[config.mk]
export PLATFORM = sky130hd
export DESIGN_NAME = mem_fetch_seq
export DESIGN_NICKNAME = d
export VERILOG_FILES = /design/src/rtl/mem_fetch_seq.sv
export SDC_FILE = /design/constraint.sdc
export NUM_CORES = 1
export LEC_CHECK = 0
export ABC_AREA = 0
export CORE_MARGIN = 1
export CORE_UTILIZATION = 55
export CTS_CLUSTER_SIZE = 14
export DETAILED_ROUTE_END_ITERATION = 8
export DONT_BUFFER_PORTS = 1
export PLACE_DENSITY = 0.7
export SLEW_MARGIN = 30
export SYNTH_ARGS = -nofsm -noshare
export SYNTH_HDL_FRONTEND = slang
export SYNTH_SLANG_ARGS = --single-unit
[constraint.sdc]
create_clock -name clk -period 5.3 [get_ports clk]
set_input_delay 0.795 -clock clk [delete_from_list [all_inputs] [get_ports clk]]
set_output_delay 0.795 -clock clk [all_outputs]
set_load 0.005 [all_outputs]
[src/rtl/mem_fetch_seq.sv]
// mem_fetch_seq: walks word addresses of a combinational ROM, samples each
// word in the cycle its address is presented, and hands {address, word}
// pairs to a downstream consumer over a valid/ready handshake.
module mem_fetch_seq #(
  parameter int DEPTH      = 10,
  parameter int START_ADDR = 0,
  parameter int DATA_W     = 32
) (
  input  logic              clk,
  input  logic              rst,
  input  logic              start,
  input  logic              stop,
  input  logic              jump_en,
  input  logic [31:0]       jump_addr,
  output logic [31:0]       mem_addr,
  input  logic [DATA_W-1:0] mem_data,
  output logic [DATA_W-1:0] out_data,
  output logic [31:0]       out_addr,
  output logic              out_valid,
  input  logic              out_ready,
  output logic              busy,
  output logic              wrap,
  output logic              addr_err
);

  typedef enum logic [1:0] {
    IDLE  = 2'd0,
    RUN   = 2'd1,
    DRAIN = 2'd2
  } state_t;

  localparam logic [31:0] DEPTH_U = 32'(DEPTH);
  localparam logic [31:0] LAST    = 32'(DEPTH - 1);
  localparam logic [31:0] START_U = 32'(START_ADDR);

  state_t      state;
  logic [31:0] pc;
  logic        xfer;
  logic        cap;

  // Handshake and capture qualifiers derived from the current registers.
  always_comb begin
    xfer = out_valid && out_ready;
    cap  = (state == RUN) && !jump_en && (!out_valid || out_ready);
  end

  // The ROM is always addressed by the PC; busy mirrors the state register.
  always_comb begin
    mem_addr = pc;
    busy     = (state != IDLE);
  end

  // Single state machine: capture path, PC sequencing, jumps and state moves.
  always_ff @(posedge clk) begin
    if (rst) begin
      state     <= IDLE;
      pc        <= START_U;
      out_valid <= 1'b0;
      out_data  <= '0;
      out_addr  <= '0;
      wrap      <= 1'b0;
      addr_err  <= 1'b0;
    end else begin
      wrap <= 1'b0;
      if (xfer) begin
        out_valid <= 1'b0;
      end
      if (cap) begin
        out_data  <= mem_data;
        out_addr  <= pc;
        out_valid <= 1'b1;
        if (pc == LAST) begin
          pc   <= '0;
          wrap <= 1'b1;
        end else begin
          pc <= pc + 32'd1;
        end
      end
      case (state)
        IDLE: begin
          if (start) begin
            state    <= RUN;
            pc       <= START_U;
            addr_err <= 1'b0;
          end
        end
        RUN: begin
          if (jump_en) begin
            if (jump_addr < DEPTH_U) begin
              pc <= jump_addr;
            end else begin
              addr_err <= 1'b1;
            end
          end
          if (stop) begin
            state <= DRAIN;
          end
        end
        DRAIN: begin
          if (!out_valid || out_ready) begin
            state <= IDLE;
          end
        end
        default: begin
          state <= IDLE;
        end
      endcase
    end
  end

endmodule

==> results.yml, run 1 <==
worst_setup_path:
  cp_max_fo: 14
  regToRegEndpoint: "mem_addr[17]"
  crit_required_ns: 5.55
  critical-path-max-stage-delay_ns: 0.66
  cp_slowest_cell: "nand4_1"
  timing.rr.start: "state[0]"
  timing.critical_path.buf_inv: 0
  cp_top_family: "simple AND/OR/NAND/NOR gates"
  arrival_ns: 2.71
  setup.worst_path.class: "flip-flop to flip-flop"
  setup.worst_path.end_class: "flip-flop"
  timing.critical_path.from_type: "flip-flop"
  setup.reg_to_reg.worst_slack_ns: 2.84
  reg2regPathDepth: 5
  timing.critical_path.cells: "nor3b_1 -> nand4_1 -> nor4_1 -> xnor2_1 -> nor2_1"
synth:
  synth_fp_nets: 584
  synth_most_common_cell: "nand2_1"
  yosys_warnings: 0
  post_synth_num_cell_types: 38
  synthCells: 512
  synth-main-ff-cell: "dfxtp_1"
  synth_top_cells_by_count: "142 x nand2_1, 101 x dfxtp_1, 67 x a21oi_1"
  yosys_register_bits: 101
  netlist_top_cells_area: "dfxtp_1 49%, nand2_1 13%, a21oi_1 8.2%, xnor2_1 5.8%, nor4_1 3.7%"
  synth_largest_type_area_fraction_pct: 49.37
  synthesis.area_um2: 4095
  count_of_flip_flops_with_a_built_in_enable_after_synthesis: 0
  netlist.top_cell.by_area: "dfxtp_1"
  synth.avg_cell_area_um2: 7.998
  postSynth.asyncResetShare_pct: 0
  yosysSeqAreaShare_pct: 49.37
outcome:
  outcome: "complete, no violations"
drt:
  wire_length_after_detailed_routing_um: 9416
  wl_per_cell_um: 15.91
  drt-initial-drc-count: 122
  drcViolationCount: 0
  detail-route-antenna-nets: 0
  drt_pass1_iterations: 4
  via_density: 5.672
  vias: 3358
global_routing:
  grtUsageTotal_pct: 23.82
  number_of_antenna_violations_at_the_first_check_in_global_routing: 0
  grt_start_max_net_pins: 71
  grt_overflow: 0
  grt_pass1_wl_um: 14260
  first_global_vias: 2903
floorplanning:
  die_area_um2: 7795
  die_width_um: 88.29
  core_region_area_um2: 7214
  initial_utilization_pct: 56.76
  top_level_ports: 170
  placement_rows: 31
  die-height_um: 88.29
sta:
  grt_setup_unrepaired: "false"
  finClkSkew_ns: 0.008705
  max-slew-margin-rel_pct: 52.71
  post-route-min-period_ns: 2.465
  post-route-period-util_pct: 46.50
  hold_violations: 0
  fmax_mhz: 405.8
  drv_slew: 0
  worst_slew_pin_slew_ns: 0.7073
  tns_ns: 0
  setup_viol_count_final: 0
power:
  total_leakage_power_uw: 0.001283
  power.density_nw_per_um2: 305.0
  p_total_uw: 1308
  ir_worst_vdd_mv: 0.1730
clock_network:
  number_of_buffers_inserted_by_post_cts_setup_repair: 0
  cts.reportedPaths.clkPinSlew_ns: 0.09
  ctsResizeCount: 0
  tritoncts_num_sinks: 101
  hold_buffers: 0
  clk_root_buf: "clkbuf_8"
  cts.path.max_buffers: 2
  number_of_levels_the_h_tree_was_split_into: 3
  worstSkewPairLatency_ns: 0.36
  cts_tree: "yes"
  cts_buffers: 9
layout:
  post_route_cells_drive_above_1_share_pct: 5.274
  antenna_cells: 0
  fin_area_um2: 4288
  finalCoreUtilization_pct: 59.43
  nNetsFinal: 561
  area_growth_pct: 4.705
  n_fill_cell: 680
worst_hold_path:
  min_path_cells: 2
  worst_hold_endpoint: "out_addr[29]"
  hold_path_class: "flip-flop to flip-flop"
  hold_start: "out_addr[29]"
place:
  final_weighted_congestion_in_routability_driven_placement: 0.7870
  placed_cell_area_um2: 4099
  place.port_buffers: 0
  dpl.hpwl_um: 6398
flow_run:
  maxCapViolCount: 0
[placed cells by master, fill, tap and decap left out, types with 2 or more instances in the layout]
cell / instances
nand2_1: 141
dfxtp_1: 101
a21oi_1: 67
nor2_1: 38
xnor2_1: 27
nor4_1: 24
nand4_1: 12
nor3_1: 12
inv_1: 9
clkbuf_8: 9
nand3_1: 8
o21ai_0: 5
and4_1: 3
xor2_1: 3
clkinvlp_4: 3
nor3b_1: 2
a22o_1: 2
ha_1: 2
buf_4: 2
[worst max path at each step]
stage             start           end  slack (ns)  depth (start not counted)
2_1_floorplan   jump_en  mem_addr[22]        2.93                          6
3_3_place_gp    jump_en   mem_addr[3]        2.50                          5
3_5_place_dp    jump_en  mem_addr[17]        2.59                          5
4_1_cts        state[0]  mem_addr[17]        2.86                          5
5_1_grt        state[0]  mem_addr[17]        2.54                          5
6_report       state[0]  mem_addr[17]        2.84                          5
[stage by stage]
| stage | hold slack [ns] | setup WS, ns | cells |
|---|---|---|---|
| 2_1_floorplan | 0.4527 | 2.930 | 512 |
| 3_3_place_gp | 0.4542 | 2.503 | 577 |
| 3_5_place_dp | 0.4581 | 2.593 | 577 |
| 4_1_cts | 0.4716 | 2.859 | 592 |
| 5_1_grt | 0.4777 | 2.544 | 592 |
| 6_report | 0.4707 | 2.835 | 592 |
[flip-flops by register name (all words and copies together), names as in the netlist]
signal	flops
wrap	1
state	2
mem_addr	32
out_data	32
addr_err	1
out_addr	32
out_valid	1
[layer usage]
layer / part of all wire, % / global-route usage [%] / up-vias
met4: 0.97 / 7.771 / 0
li1: - / - / 1669
met1: 44 / 29.50 / 1554
met5: 0 / 0 / -
met2: 47 / 40.14 / 127
met3: 7.7 / 6.623 / 8
[power breakdown]
| part | switching (uW) | internal [uW] | leakage [uW] | total (uW) |
|---|---|---|---|---|
| Combinational | 35.6 | 15.1 | 0.000382 | 50.7 |
| Sequential | 11.1 | 771 | 0.000816 | 782 |
| Clock | 258 | 218 | 0.0000850 | 475 |
[cell families (layout without fill, tap and decap cells)]
| family | after synthesis | count (layout) | share of synthesized area (%) |
|---|---|---|---|
| simple gates | 254 | 254 | 28.57 |
| flops | 101 | 101 | 49.37 |
| compound gates | 79 | 79 | 10.20 |
| buf+inv | 45 | 26 | 4.583 |
| xor+xnor | 30 | 30 | 6.416 |
| fa+ha+maj | 2 | 2 | 0.6110 |
| mux | 1 | 1 | 0.2444 |
[tightest hold or removal path, cell delays in order (launching register included)]
cell and delay, ns:
dfxtp_1 0.33, nand2_1 0.05, a21oi_1 0.05
[layout make-up]
cell class                 count  area, um^2  area share [%]
clock buffer                  10       127.6           2.976
timing repair buffer           2       15.01          0.3502
multi-input combinational    366        1904           44.41
inverter                       9       33.78          0.7879
tap                           99       123.9           2.889
sequential                   101        2022           47.15
clock inverter                 5       61.31           1.430
Power figures use the tool's default switching activity.
==> run 2, diff against run 1 <==
clock period = 2.5 ns   (was 5.3 ns; I/O delays follow)
==> run 2 against run 1 <==
- clock skew barely moved
- worst hold slack got worse by 0.40 ns
- final cell count rose by 1.0%
- global-route usage rose by 1.3 points
- routed wire length increased by 3.9%
- flip-flop and latch count is the same
- non-clock buffer count increased by 6
- combinational power grew 120%
- sequential share of layout area down 0.86 points
- clock power grew 130%
- register-to-register slack got worse by 2.5 ns
- largest power group unchanged
- highest routed layer unchanged
==> results.yml, run 2 (synthesis results as in run 1) <==
outcome:
  outcome: "complete, no violations"
floorplanning:
  top_level_ports: 170
  die_area_um2: 7795
  die_width_um: 88.29
  placement_rows: 31
  initial_utilization_pct: 56.76
  core_region_area_um2: 7214
  die-height_um: 88.29
sta:
  tns_ns: 0
  grt_setup_unrepaired: "false"
  drv_slew: 0
  max-slew-margin-rel_pct: 55.06
  worst_slew_pin_slew_ns: 0.6741
  fmax_mhz: 457.6
  finClkSkew_ns: 0.008307
  post-route-period-util_pct: 87.42
  hold_violations: 0
  finalWorstSetupSlack_ns: 0.3146
  setup_viol_count_final: 0
  post-route-min-period_ns: 2.185
layout:
  post_route_cells_drive_above_1_share_pct: 6.613
  nNetsFinal: 567
  final-seq-area_um2: 2022
  layoutNonFillerInstCount: 598
  area_growth_pct: 6.661
  final_cell_mix: "141 x nand2_1, 101 x dfxtp_1, 67 x a21oi_1"
  multi_input_comb_area_um2: 1903
  commonest_non_fill_non_tap_cell_in_the_layout: "nand2_1"
  n_fill_cell: 671
  antenna_cells: 0
clock_network:
  cts.path.max_buffers: 2
  clk_root_buf: "clkbuf_8"
  tritoncts_num_sinks: 101
  number_of_buffers_inserted_by_post_cts_setup_repair: 0
  cts_buffers: 9
  cts.reportedPaths.clkPinSlew_ns: 0.10
  hold_buffers: 0
  worstSkewPairLatency_ns: 0.36
  number_of_levels_the_h_tree_was_split_into: 3
  ctsResizeCount: 0
  cts_tree: "yes"
global_routing:
  grt_overflow: 0
  number_of_antenna_violations_at_the_first_check_in_global_routing: 0
  grt_start_max_net_pins: 71
  grt_pass1_wl_um: 15160
  first_global_vias: 3134
  grtUsageTotal_pct: 25.14
worst_setup_path:
  arrival_ns: 2.48
  critical-path-max-stage-delay_ns: 0.52
  setup.worst_path.end_class: "flip-flop"
  cp_top_family: "simple AND/OR/NAND/NOR gates"
  timing.critical_path.cells: "nor3b_1 -> and2_2 -> buf_4 -> nand2_1 -> a21oi_1"
  timing.critical_path.buf_inv: 1
  crit_required_ns: 2.79
  timing.critical_path.from_type: "flip-flop"
  setup.worst_path.class: "flip-flop to flip-flop"
  cp_max_fo: 27
  setup.reg_to_reg.worst_slack_ns: 0.31
  cp_slowest_cell: "and2_2"
power:
  power.net_switching_uw: 651.0
  pwr-share-comb_pct: 3.9
  p_sw_share_pct: 22.61
  seq_power_share_pct: 57.6
  total_leakage_power_uw: 0.001335
  p_total_uw: 2880
  ir_worst_vdd_mv: 0.3651
  internal-power_uw: 2229
  power.density_nw_per_um2: 659.3
  clock_power_share_pct: 38.5
place:
  place.port_buffers: 0
  dpl.hpwl_um: 6704
  preCtsSetupSlack_ns: 0.3603
  numPlacedInstances: 583
  final_weighted_congestion_in_routability_driven_placement: 0.8246
drt:
  wl_per_cell_um: 16.36
  detail-route-antenna-nets: 0
  via_density: 5.684
  vias: 3399
  wire_length_after_detailed_routing_um: 9782
  drt_pass1_iterations: 5
  drt-initial-drc-count: 167
  drcViolationCount: 0
flow_run:
  maxCapViolCount: 0
worst_hold_path:
  hold_path_class: "primary input to flip-flop"
-- run 2: through the flow --
step	area, um^2	hold WS [ns]	utilization (%)
after floorplan	4095	0.4527	-
after CTS	4368	0.06320	60.54
final	4368	0.07492	60.54
after global routing	4368	0.05338	60.54
after global placement	4155	0.4498	57.60
after detailed placement	4155	0.4524	57.60
-- run 2: final timing paths --
path	startpoint	to	cells past startpoint
hold / removal	rst	out_addr[29]	1
setup reg to reg	state[0]	out_data[3]	5
setup / recovery	state[0]	out_data[3]	5
hold reg to reg	out_addr[16]	out_addr[16]	2
-- run 2: cell type report --
| class | instances | area share [%] |
|---|---|---|
| flip-flops and latches | 101 | 46.29 |
| multi-input cells | 366 | 43.57 |
| clock buffers | 9 | 2.836 |
| well taps | 99 | 2.836 |
| clock inverters | 6 | 2.034 |
| repair buffers | 8 | 1.661 |
| inverters | 9 | 0.7734 |
-- run 2: power groups by stage --
stage               Clock, uW  Combinational (uW)  Sequential, uW
CTS                      1130                 115            1660
floorplan                   0                 106            1690
finish                   1110                 113            1660
global route             1190                 130            1660
global placement            0                 111            1690
detailed placement          0                 115            1690
-- run 2: routing by layer --
metal	GRT usage (%)	wire length [um]	part of all wire, %	vias to the layer above
met5	0	0	0	-
met4	7.331	132	1.3	0
met3	7.649	860	8.8	13
met2	42.31	4659	48	157
met1	31.14	4130	42	1543
li1	-	-	-	1686
